**config.mk**
```make
export PLATFORM = sky130hd
export DESIGN_NAME = uart_tx_fifo
export DESIGN_NICKNAME = d
export VERILOG_FILES = /design/src/rtl/uart_pkg.sv /design/src/rtl/sync_fifo.sv /design/src/rtl/uart_tx_fifo.sv
export SDC_FILE = /design/constraint.sdc
export NUM_CORES = 1
export LEC_CHECK = 0
export ABC_AREA = 1
export ABC_CLOCK_PERIOD_IN_PS = 2550
export BUFFER_PORTS_ARGS = -buffer_cell sky130_fd_sc_hd__buf_4
export CORE_ASPECT_RATIO = 1.2
export CORE_MARGIN = 2
export CORE_UTILIZATION = 55
export CTS_CLUSTER_DIAMETER = 50
export DETAILED_ROUTE_END_ITERATION = 7
export PLACE_DENSITY = 0.77
export SETUP_SLACK_MARGIN = 0.02
export SLEW_MARGIN = 0
export SYNTH_ARGS = -nofsm -noshare
export SYNTH_HDL_FRONTEND = slang
export SYNTH_SLANG_ARGS = --single-unit
```
**constraint.sdc**
```tcl
create_clock -name clk -period 2.55 [get_ports clk]
set_input_delay 0.1275 -clock clk [delete_from_list [all_inputs] [get_ports clk]]
set_output_delay 0.1275 -clock clk [all_outputs]
set_load 0.03 [all_outputs]
```
**src/rtl/uart_pkg.sv**
```systemverilog
// Shared UART definitions: transmit-buffer FSM states and status bit positions.
package uart_pkg;

  typedef enum logic [1:0] {
    IDLE,
    POLL,
    WRITE
  } tx_state_t;

  localparam int STAT_FULL    = 15;
  localparam int STAT_OVF     = 13;
  localparam int STAT_TX_BUSY = 15;
  localparam int STAT_RX_FULL = 14;

endpackage

```
**src/rtl/sync_fifo.sv**
```systemverilog
// Single-clock FIFO with occupancy count; a pop lets a push land on a full FIFO.
module sync_fifo #(
  parameter int WIDTH      = 8,
  parameter int DEPTH_LOG2 = 4
) (
  input  logic                  clk,
  input  logic                  reset_b,
  input  logic                  push,
  input  logic                  pop,
  input  logic [WIDTH-1:0]      wr_data,
  output logic [WIDTH-1:0]      rd_data,
  output logic                  full,
  output logic                  empty,
  output logic [DEPTH_LOG2:0]   count
);

  localparam int DEPTH = 1 << DEPTH_LOG2;
  localparam logic [DEPTH_LOG2:0] FULL_CNT = (DEPTH_LOG2+1)'(DEPTH);

  logic [WIDTH-1:0]      mem [DEPTH];
  logic [DEPTH_LOG2-1:0] wr_ptr;
  logic [DEPTH_LOG2-1:0] rd_ptr;
  logic                  push_ok;
  logic                  pop_ok;

  assign full    = (count == FULL_CNT);
  assign empty   = (count == '0);
  assign push_ok = push && (!full || pop);
  assign pop_ok  = pop && !empty;
  assign rd_data = mem[rd_ptr];

  always_ff @(posedge clk) begin
    if (push_ok) mem[wr_ptr] <= wr_data;
  end

  always_ff @(posedge clk or negedge reset_b) begin
    if (!reset_b) begin
      wr_ptr <= '0;
      rd_ptr <= '0;
      count  <= '0;
    end else begin
      if (push_ok) wr_ptr <= wr_ptr + 1'b1;
      if (pop_ok)  rd_ptr <= rd_ptr + 1'b1;
      case ({push_ok, pop_ok})
        2'b10:   count <= count + 1'b1;
        2'b01:   count <= count - 1'b1;
        default: count <= count;
      endcase
    end
  end

endmodule

```
**src/rtl/uart_tx_fifo.sv**
```systemverilog
// CPU-side transmit FIFO that feeds the UART slave port by polling tx_busy.
// Build with UART_TX_FIFO_OVF_EN for a sticky overflow flag in status bit 13.
module uart_tx_fifo
  import uart_pkg::*;
#(
  parameter int DEPTH_LOG2 = 4
) (
  input  logic        clk,
  input  logic        reset_b,
  input  logic [15:0] din,
  output logic [15:0] dout,
  input  logic        a0,
  input  logic        rnw,
  input  logic        cs_b,
  output logic [15:0] u_din,
  input  logic [15:0] u_dout,
  output logic        u_a0,
  output logic        u_rnw,
  output logic        u_cs_b
);

  localparam logic [DEPTH_LOG2:0] ONE = (DEPTH_LOG2+1)'(1);

  tx_state_t           state;
  logic                wr_req;
  logic                pop;
  logic [7:0]          rd_data;
  logic                full;
  logic                empty;
  logic [DEPTH_LOG2:0] count;
  logic                ovf;
  logic [15:0]         status;
  logic                unused;

  assign wr_req = !cs_b && !rnw && a0;
  assign pop    = (state == WRITE);
  assign unused = ^{din[15:8], u_dout[14:0]};

  sync_fifo #(
    .WIDTH      (8),
    .DEPTH_LOG2 (DEPTH_LOG2)
  ) u_fifo (
    .clk     (clk),
    .reset_b (reset_b),
    .push    (wr_req),
    .pop     (pop),
    .wr_data (din[7:0]),
    .rd_data (rd_data),
    .full    (full),
    .empty   (empty),
    .count   (count)
  );

`ifdef UART_TX_FIFO_OVF_EN
  logic st_rd;
  logic ovf_q;

  assign st_rd = !cs_b && rnw && !a0;
  assign ovf   = ovf_q;

  always_ff @(posedge clk or negedge reset_b) begin
    if (!reset_b) begin
      ovf_q <= 1'b0;
    end else if (wr_req && full && !pop) begin
      ovf_q <= 1'b1;
    end else if (st_rd) begin
      ovf_q <= 1'b0;
    end
  end
`else
  assign ovf = 1'b0;
`endif

  always_comb begin
    status                 = '0;
    status[DEPTH_LOG2:0]   = count;
    status[STAT_FULL]      = full;
    status[STAT_OVF]       = ovf;
  end

  assign dout = a0 ? 16'h0000 : status;

  // Bus outputs are registered with the state so they follow it exactly.
  always_ff @(posedge clk or negedge reset_b) begin
    if (!reset_b) begin
      state  <= IDLE;
      u_cs_b <= 1'b1;
      u_rnw  <= 1'b1;
      u_a0   <= 1'b0;
      u_din  <= '0;
    end else begin
      unique case (state)
        IDLE: begin
          if (!empty) begin
            state  <= POLL;
            u_cs_b <= 1'b0;
          end
        end
        POLL: begin
          if (!u_dout[STAT_TX_BUSY]) begin
            state <= WRITE;
            u_rnw <= 1'b0;
            u_a0  <= 1'b1;
            u_din <= {8'h00, rd_data};
          end
        end
        WRITE: begin
          u_rnw <= 1'b1;
          u_a0  <= 1'b0;
          u_din <= '0;
          // A push during WRITE always lands, so it keeps the FIFO non-empty.
          if (count != ONE || wr_req) begin
            state  <= POLL;
            u_cs_b <= 1'b0;
          end else begin
            state  <= IDLE;
            u_cs_b <= 1'b1;
          end
        end
        default: begin
          state  <= IDLE;
          u_cs_b <= 1'b1;
          u_rnw  <= 1'b1;
          u_a0   <= 1'b0;
          u_din  <= '0;
        end
      endcase
    end
  end

endmodule

```
== After elaboration in Yosys (flattened, before gate mapping) ==
Memory sizes are Yosys's and may differ from the RTL's.
Index checks and enable logic that the tools add are counted.
W data, S select, Z words.

* $add $sub $neg: 4
* Equality and inequality tests: 8
* Muxes and demuxes: 17
* Bitwise gates (word level): 2
* Reduce and logical (&&, ||, !) cells: 16

{| class="wikitable"
|+ Operator list
! kind !! number
|-
| $mux W16 || 2
|-
| $pmux W16 S2 || 1
|-
| $pmux W5 S2 || 1
|-
| $add A4 B1 Y4 const B || 2
|-
| $mux W1 || 7
|-
| $pmux W2 S3 || 1
|-
| $reduce_and A2 Y1 || 3
|-
| $add A5 B1 Y5 const B || 1
|-
| $eq A5 B5 Y1 const B || 1
|-
| $logic_not A5 Y1 || 1
|-
| $ne A5 B1 Y1 const B || 1
|-
| $sub A5 B1 Y5 const B || 1
|-
| $eq A2 B1 Y1 const B || 2
|-
| $eq A2 B2 Y1 const B || 2
|-
| $logic_and A1 B1 Y1 || 4
|-
| $logic_not A1 Y1 || 4
|-
| $mux W2 || 2
|-
| $ne A2 B2 Y1 const B || 2
|-
| $pmux W1 S2 || 2
|-
| $pmux W1 S3 || 1
|-
| $logic_not A2 Y1 || 1
|-
| $logic_or A1 B1 Y1 || 2
|-
| $not A1 Y1 || 2
|-
| $reduce_bool A2 Y1 || 1
|}

* Bits in registers: 34
* Bits in writable memories: 128
* Input bits: 37
* Output and inout bits: 35
* Logic and storage cells: 56
* Memories: 1

{| class="wikitable"
|+ Memory list
! name !! words !! width !! rd ports !! clocked after Yosys merged registers in !! write ports !! RTL line !! text
|-
| u_fifo.mem || 16 || 8 || 1 || 0 || 1 || sync_fifo.sv:20 || <nowiki>logic [WIDTH-1:0] mem [DEPTH];</nowiki>
|}

== Longest topological paths before layout ==
Gate-level depths: netlist of run 1.

* Word-level depth: 6
* Mapped depth: 15
* Gate-level depth less buffers: 15

== Modules after synthesis ==
Synthesis of run 1 repeated with hierarchy kept, for this count alone.

* Cell total of the unflattened synthesis: 712
* Area, all modules: 7136.8 µm²

{| class="wikitable"
|+ Modules (own cells, without submodules)
! module !! instances !! cells an instance !! area an instance (µm²)
|-
| sync_fifo || 1 || 631 || 6421.2
|-
| uart_tx_fifo || 1 || 81 || 715.7
|}

== Worst setup path after synthesis of run 1 ==
No wires, ideal clock.

* Path type: flip-flop to flip-flop
* Start point: reg u_fifo.count[0]
* End point: reg u_fifo.count[4]
* Arrival: 1.947 ns
* Required time: 2.432 ns
* Setup slack: 0.485 ns
* Stages on the path, launching flop included: 14
* Path buffers: 0
* Clock period less this slack: 2.065 ns
* Path through: dfrtp_1 > inv_1 > ha_1 > inv_1 > nor3_2 > nand2_1 > nand2_1 > inv_1 > ha_1 > nor2_1 > o21ai_0 > a21oi_1 > xor2_1 > inv_1

{| class="wikitable"
|+ RTL lines
! item !! RTL line !! text
|-
| start: declaration || sync_fifo.sv:14 || <nowiki>output logic [DEPTH_LOG2:0] count</nowiki>
|-
| start signal: assignment || sync_fifo.sv:45 || <nowiki>2'b10: count <= count + 1'b1;</nowiki>
|-
| start signal: assignment || sync_fifo.sv:46 || <nowiki>2'b01: count <= count - 1'b1;</nowiki>
|-
| start signal: assignment || sync_fifo.sv:47 || <nowiki>default: count <= count;</nowiki>
|-
| $logic_not A5 Y1 (*) || sync_fifo.sv:27 || <nowiki>assign empty = (count == '0);</nowiki>
|-
| $logic_not A1 Y1 (*) || sync_fifo.sv:29 || <nowiki>assign pop_ok = pop && !empty;</nowiki>
|-
| $logic_and A1 B1 Y1 (*) || sync_fifo.sv:29 ||
|-
| net u_fifo.pop_ok || sync_fifo.sv:24 || <nowiki>logic pop_ok;</nowiki>
|-
| $eq A2 B1 Y1 / $eq A2 B2 Y1 (equally long branches) || sync_fifo.sv:44 || <nowiki>case ({push_ok, pop_ok})</nowiki>
|-
| $pmux W5 S2 / $reduce_bool A2 Y1 (equally long branches) || -- ||
|}

The timed path passes the listed nets; every way through them passes the cells marked *.
A chain may end at the register's enable or synchronous reset.

== Worst setup path after layout of run 1 ==
* Start point: reg u_fifo.count[0]
* End point: mem u_fifo.mem[6][5] (enable)

* Word-level cells in the longest chain between the ends: 6

{| class="wikitable"
|+ Ends and longest elaborated chain
! item !! RTL line !! text
|-
| $eq A5 B5 Y1 || sync_fifo.sv:26 || <nowiki>assign full = (count == FULL_CNT);</nowiki>
|-
| $logic_not A1 Y1 || sync_fifo.sv:28 || <nowiki>assign push_ok = push && (!full || pop);</nowiki>
|-
| $logic_or A1 B1 Y1 || sync_fifo.sv:28 ||
|-
| $logic_and A1 B1 Y1 || sync_fifo.sv:28 ||
|-
| $mux W1 || sync_fifo.sv:33 || <nowiki>if (push_ok) mem[wr_ptr] <= wr_data;</nowiki>
|-
| $mux W1 (not written as such) || sync_fifo.sv:33 ||
|-
| end: declaration || sync_fifo.sv:20 ||
|}

Every way passes these cells.

==> results of run 1 <==
-- critical path, delay by kind of cell (launching register included) --
family | cells | cell delay, ns
AOI/OAI and AO/OA | 1 | 0.10
and+or+nand+nor | 3 | 0.84
buffers and inverters | 4 | 0.37
DFF | 1 | 0.44
adders and majority gates | 1 | 0.20
-- worst paths after layout --
kind / cells after the start / end / from
max: 9 / u_fifo.mem[6][5] / u_fifo.count[0]
min: 1 / u_fifo.mem[4][7] / din[7]
max reg2reg: 9 / u_fifo.mem[6][5] / u_fifo.count[0]
min reg2reg: 2 / u_din[5] / u_din[5]
max in group asynchronous: 2 / u_rnw / reset_b
min in group asynchronous: 2 / u_din[0] / reset_b
-- state kept, by name, summed over array words and instances (netlist names) --
signal / count
u_fifo.count: 5
u_a0: 1
u_fifo.rd_ptr: 4
u_fifo.mem: 128
u_din: 8
state: 2
u_rnw: 1
u_fifo.wr_ptr: 4
u_cs_b: 1
-- per-stage QoR --
stage | total power, W | utilization | worst slack (ns) | hold WS, ns
finish | 0.00835 | 0.631 | 0.233 | 0.0705
global placement | 0.00585 | 0.584 | 0.316 | 0.0481
floorplan | 0.00520 | - | 0.485 | -0.168
global route | 0.00880 | 0.631 | 0.0885 | 0.0675
CTS | 0.00836 | 0.631 | 0.201 | 0.0643
detailed placement | 0.00594 | 0.584 | 0.229 | 0.0545
-- per-layer routing --
| layer | wire length [microns] | up-vias | part of all wire | global-route usage |
|---|---|---|---|---|
| met3 | 771 | 41 | 0.051 | 0.0442 |
| met5 | 0 | - | 0 | 0 |
| li1 | - | 2290 | - | - |
| met4 | 471 | 0 | 0.031 | 0.108 |
| met2 | 8020 | 172 | 0.53 | 0.407 |
| met1 | 5780 | 2254 | 0.38 | 0.284 |
-- Yosys cell counts, types with 2 or more instances --
library cell	count	area (sq um)
dfstp_2	2	52.6
inv_2	3	11.3
clkinv_1	2	7.51
dfrtp_1	24	601
nand3_1	100	500
xnor2_1	2	17.5
edfxtp_1	128	3840
o21ai_0	10	50.1
nor2_1	31	116
ha_1	10	125
buf_2	16	80.1
a21oi_1	4	20.0
nand2_1	211	792
xor2_1	9	78.8
buf_4	25	188
inv_1	119	447
nor3_1	3	15.0
-- power breakdown --
| part | internal [W] | switching (W) | leakage (nW) |
|---|---|---|---|
| Combinational | 0.000837 | 0.00193 | 1.82 |
| Clock | 0.00145 | 0.000973 | 0.290 |
| Sequential | 0.00298 | 0.000185 | 1.47 |
-- final cells by class --
type / count / area, sq um
multi-input cells: 403 / 1830
inverters: 124 / 465
well taps: 164 / 205
clock inverters: 10 / 87.6
fillers: 990 / 4630
flip-flops and latches: 154 / 4500
clock buffers: 22 / 485
repair buffers: 44 / 348
-- kinds of logic after synthesis --
logic type                 synth area share
other                              0.000535
DFF                                   0.641
xor gates and xnor gates             0.0137
adders and majority gates            0.0178
buffers and inverters                 0.107
and+or+nand+nor                       0.206
AOI/OAI and AO/OA                    0.0136
-- timing repair --
action / CTS / global route
resized for setup: 0 / 3
hold buffers: 2 / 0
hold endpoints to repair: 27 / 0
buffers inserted: 0 / 0
setup endpoints to repair: 0 / 1
==> flow_results.org, run 1 <==
** Pwr
- VDD sags by at most slightly below 0.6 mV.
- Power density normalized to cell area :: ~1100 nW/um^2
- Static power due to leakage :: 3.58 nW

** Layout
- The library cell used most frequently in the layout, excluding fill and tap cells, is nand2_1.
- 0 antenna diodes ended up in the layout.
- Area of all placed cells without fillers :: between 7000 and 8000 sq um
- Of the cells placed in the final design, the portion with a size suffix greater than 1 is 0.111.
- Number of nets in the layout :: 791
- Leaving out filler cells and counting taps, the final layout contains approximately 920.
- Top library cells by usage in the layout, fill and taps aside :: 211 x nand2_1, 128 x edfxtp_1, 117 x inv_1
- Area delta synth->final :: 12.9%

** Floorplanning
- In this run the horizontal extent of the chip is 107 microns.
- After floorplanning, the core was divided into between 40 and 50 placement rows.
- Vertical die dimension :: about 130 microns
- The initial utilization of the core area, before any placement, comes to 0.559.
- Pin placement for this block handled between 70 and 80 I/O pins.
- Core region area :: around 13000 sq um
- The die covers 13700 sq um.

** Worst setup path
- Data arrival time of the worst path :: around 2.4 ns
- On the critical path, the stage with the largest delay is an instance of nor2_1.
- The worst setup path is captured at a flop.
- Crit path largest cell delay :: 0.67 ns
- For flop-to-flop paths, the worst setup slack is 0.23 ns.
- STA classifies the critical path startpoint as a flop.
- Critical path required time :: about 2.6 ns
- Walking the worst path, the cells encountered are inv_2 -> ha_1 -> inv_1 -> nor3_2 -> inv_1 -> o21bai_4 -> inv_2 -> nand2_1 -> nor2_1.
- Of all nets on the critical path, the largest fanout is 8.
- The critical path is of the reg2reg type.

** Logic synthesis
- In the synthesized netlist the async set-or-reset flop fraction comes to 0.169.
- Commonest register cell after synthesis :: edfxtp_1
- The mapped netlist covers 7020 sq um.
- Distinct cell type count of the synthesized netlist :: 26
- Sequential cell area fraction in the yosys report :: 0.641
- In this run the mean area of a mapped cell was just under 10 sq um.
- Yosys mapped a number of flops with a built-in enable equal to around 130.
- Number of register bits inferred by synthesis :: approximately 150
- During synthesis, Yosys emitted a total of 0 warnings.
- Synthesis produced between 700 and 800 cells.

** Timing
- Based on the critical path, the design can be clocked at up to between 400 and 500 MHz.
- Maximum clock skew at final layout :: 0.0110 ns
- For the pin with the worst max-slew slack, the measured transition is roughly 0.84 ns.
- Fin Setup TNS :: 0 ns
- After layout, the minimum clock period comes to 2.32 ns.
- The count of final hold-check violations is 0.
- Worst relative slew slack :: 0.436
- Of the available clock period, the critical path in the final layout requires 0.908.
- Number of endpoints failing setup at the final stage :: 0
- Setup repair after global routing left no endpoint under its margin.
- The final count of pins violating max slew came to 0.

** Clock tree
- Total number of H-tree levels :: 4
- The root buffer cell chosen for the clock tree is clkbuf_16.
- TritonCTS built the clock tree.
- Clock-pin slew was measured on the worst setup and hold paths at about 0.060 ns.
- Number of sinks on the clock net :: 154
- Maximum root-to-sink buffer count :: 2
- The clock reaches the later pin of the worst-skew pair after around 0.42 ns.
- Number of buffers created by CTS :: 17

** Route
- After detailed routing, the total wire length is between 15000 and 20000 microns.
- The final route contains between 4000 and 5000 vias.
- Vias per Instance :: 5.17
- The first TritonRoute pass finished after 6 iterations.
- In the final routed layout, each cell accounts on average for 16.3 microns.
- Number of DRC markers in iteration 0 :: approximately 310
- The count of nets left with antenna violations once routing finished came out at 0.
- # DRC :: 0

** Place
- Routability-driven placement finished with a final weighted congestion of between 0.9 and 1.
- The count of buffers added on input and output ports is 30.
- Post-placement cell count :: 887
- DP Wirelength :: 9490 microns
- Cell area after placement :: between 7000 and 8000 sq um

** Job
- Max_cap viols :: 0

** Min path
- Path type of the worst min-delay path :: in2reg

** GRT
- The initial antenna violation count came to 0.
- In the global route stage, overall resource usage came out at 0.235.
- The via count of the first global-routing pass came to 4681.
- The first global-routing pass estimated around 24000 microns of wire.
- After global routing the overflow that remains totals 0.
- Entering global routing, the biggest net connects between 60 and 70 pins.

** Outcome
- Status :: completed
Note: power is estimated with default switching activity, not from simulation.
==> run 2, diff against run 1 <==
- CORE_UTILIZATION: 55 -> 50
- PLACE_DENSITY: 0.77 -> 0.71
==> run 2 against run 1 <==
Design area rose by 0.33%. Largest power group unchanged. Clock power increased by 4%. Global-route usage fell by 3.2 points. Largest cell class unchanged. Sequential share of layout area decreased by 0.19 points. Hold slack got worse by 0.034 ns. Critical endpoint is now u_fifo.mem[5][7].
==> flow_results.org, run 2 (synthesis results as in run 1) <==
** Outcome
- The run finished with clean final reports.

** Floorplanning
- The die height came to 134 microns (+4.7%).
- The die outline width is 112 microns (+4.7%).
- Initial Util :: 0.510 (-0.0489)
- Full die area :: 15000 sq um (+9.6%)
- The boundary pin count was 72 (unchanged).
- The row count came to 47 (+4.4%).
- The core outline area came to 13800 sq um (+9.6%).

** Layout
- The number of fillers in the final layout was 1164 (+18%).
- The layout cell share with drive strength beyond 1 was 0.108 (-0.00250).
- The number of flip-flops under the largest register name came to 128 (unchanged).
- Top flop regs :: u_fifo.mem x128, u_din x8, u_fifo.count x5
- Most common cell after layout, fill and taps aside :: nand2_1
- Area delta synth->final :: 13.3%
- The fraction of the core area covered by cells at the end of the flow came to 0.578 (-0.0533).
- Number of nets in the layout :: 790 (-0.13%)
- Largest reg by FF count :: u_fifo.mem
- Leaving out fill and tap cells, the most frequent cells in the layout are 211 x nand2_1, 128 x edfxtp_1, 117 x inv_1.
- Count of inserted antenna diode cells :: 0 (unchanged)

** Worst setup path
- The worst setup path is captured at a flop.
- The largest individual stage delay along the critical path comes from the cell nor2_1.
- Data arrival time of the worst path :: 2.34 ns (-0.02 ns)
- The critical-path maximum fanout was 8 (unchanged).
- The critical path's largest stage delay came to 0.65 ns (-0.02 ns).
- Critical path required time :: 2.59 ns (about the same)
- Startpoint type of the worst setup path :: flop
- Minimum setup slack among reg-to-reg paths :: 0.25 ns (+0.02 ns)
- By startpoint and endpoint, the worst setup path is classified as reg2reg.
- Traced cell by cell, the critical path runs through inv_2 -> ha_1 -> inv_1 -> nor3_2 -> inv_1 -> o21bai_4 -> inv_2 -> nand2_1 -> nor2_1.

** Min path
- The worst hold path belongs to the class in2reg.

** Timing
- Max-slew violation total from the final report :: 0 (unchanged)
- FMAX :: 435 MHz (+0.87%)
- The worst-margin pin slew is 0.818 ns (-0.0248 ns).
- Number of endpoints failing setup at the final stage :: 0 (unchanged)
- The time the final worst path needs with I/O delays and setup came to 2.30 ns (-0.0200 ns).
- Ratio of final minimum period to clock period :: 0.901 (-0.00785)
- Fin Setup TNS :: 0 ns (unchanged)
- The worst setup skew after layout was 0.00809 ns (-0.00293 ns).
- The count of final hold-check violations came to 0 (unchanged).
- RSZ-0062 raised after global routing :: no
- The worst slew margin relative to its limit was 0.453 (+0.0166).

** Route
- Detailed-route wire length :: 14600 microns (-3.2%)
- The number of DRC violations after detailed-routing iteration 0 came to 302 (-3.2%).
- Number of iterations in the first detailed-routing pass :: 7 (+1)
- The via density per instance was 5.07 (-1.9%).
- The detail-routed net length per standard cell came to 15.7 microns (-3.9%).
- # DRC :: 0 (unchanged)
- Vias after detailed routing :: 4696 (-1.3%)
- Final ANT Viol Nets :: 0 (unchanged)

** Pwr
- Power density normalized to cell area :: 1070 nW/um^2 (+1.0%)
- VDD IR max :: 0.601 mV (+1.8%)
- Static power due to leakage :: 3.56 nW (-0.45%)

** Place
- The estimated wirelength of the detail-placed design was 9220 microns (-2.9%).
- The routability congestion estimate is 0.851 (-5.8%).
- Count of input and output buffers :: 30 (unchanged)

** GRT
- Total global-route track usage :: 0.203 (-0.0321)
- The initial antenna violation count is 0 (unchanged).
- The via count of the first global-routing pass is 4563 (-2.5%).
- GR Overflow Total :: 0 (unchanged)
- The global-route wire length before repair is 22800 microns (-4.1%).
- The pin count of the biggest net entering global routing came to 67 (unchanged).

** Clock tree
- TritonCTS built the clock tree.
- The worst-case clock buffer depth is 2 (unchanged).
- Total number of H-tree levels :: 4 (unchanged)
- The post-CTS setup buffer count came to 0 (unchanged).
- Clock slew at reported path FFs :: 0.06 ns (about the same)
- The clock network latency to the later pin of the worst-skew pair was 0.42 ns (about the same).
- Buffer type at the clock tree root :: clkbuf_16
- The number of clock buffers inserted by TritonCTS came to 17 (unchanged).
- Number of sinks on the clock net :: 154 (unchanged)

** Job
- The number of max-capacitance violations reported is 0 (unchanged).
[run 2: changes by cell type in the layout (fill, tap and decap cells not counted), moves of 2 or more]
cell | before | now
clkinvlp_4 | 0 | 4
bufinv_16 | 1 | 3
inv_6 | 2 | 0
clkinv_2 | 5 | 2
[run 2: report_power, final]
group | internal (W) | leakage, nW | switching [W]
Sequential | 0.00298 | 1.47 | 0.000178
Clock | 0.00156 | 0.279 | 0.000959
Combinational | 0.000835 | 1.81 | 0.00195
Total | 0.00538 | 3.56 | 0.00309
[run 2: path summary, 6_finish.rpt]
path	from	depth (start not counted)	end
max	u_fifo.count[0]	9	u_fifo.mem[5][7]
min	din[7]	1	u_fifo.mem[10][7]
max reg2reg	u_fifo.count[0]	9	u_fifo.mem[5][7]
min reg2reg	u_din[5]	2	u_din[5]
max in group asynchronous	reset_b	2	u_rnw
min in group asynchronous	reset_b	2	u_fifo.count[3]
[run 2: per-stage QoR]
stage                     hold slack, ns  total power (W)  setup WS [ns]  cell area (sq um)  cells
after CTS                         0.0319          0.00848          0.168               7950    927
after global routing              0.0359          0.00890         0.0255               7950    927
after detailed placement          0.0580          0.00596          0.172               7330    893
final                             0.0365          0.00847          0.253               7950    927
after global placement            0.0523          0.00586          0.308               7330    893
after floorplan                   -0.168          0.00520          0.485               7080    725
[run 2: timing repair]
| action | 4_1_cts | 5_1_grt |
|---|---|---|
| hold buffers | 2 | 0 |
| setup endpoints to repair | 0 | 9 |
| resized for setup | 0 | 3 |
| endpoints found under the hold margin | 27 | 0 |
[run 2: final cells by class]
cell class	instances	area [sq um]	share of cell area
flip-flops and latches	154	4500	0.566
multi-input cells	403	1830	0.231
inverters	124	465	0.0586
clock buffers	21	450	0.0567
repair buffers	43	340	0.0428
well taps	171	214	0.0269
clock inverters	11	148	0.0186
[run 2: critical path, delay by kind of cell (launching register included)]
kind | cells | cell delay [ns]
simple gates | 3 | 0.83
compound gates | 1 | 0.09
flops | 1 | 0.42
fa+ha+maj | 1 | 0.20
buf+inv | 4 | 0.37
[run 2: per-layer routing]
| layer | track usage | share of wire | vias to the layer above |
|---|---|---|---|
| met4 | 0.100 | 0.038 | 0 |
| met5 | 0 | 0 | - |
| met1 | 0.241 | 0.40 | 2239 |
| li1 | - | - | 2281 |
| met3 | 0.0491 | 0.050 | 36 |
| met2 | 0.344 | 0.51 | 140 |
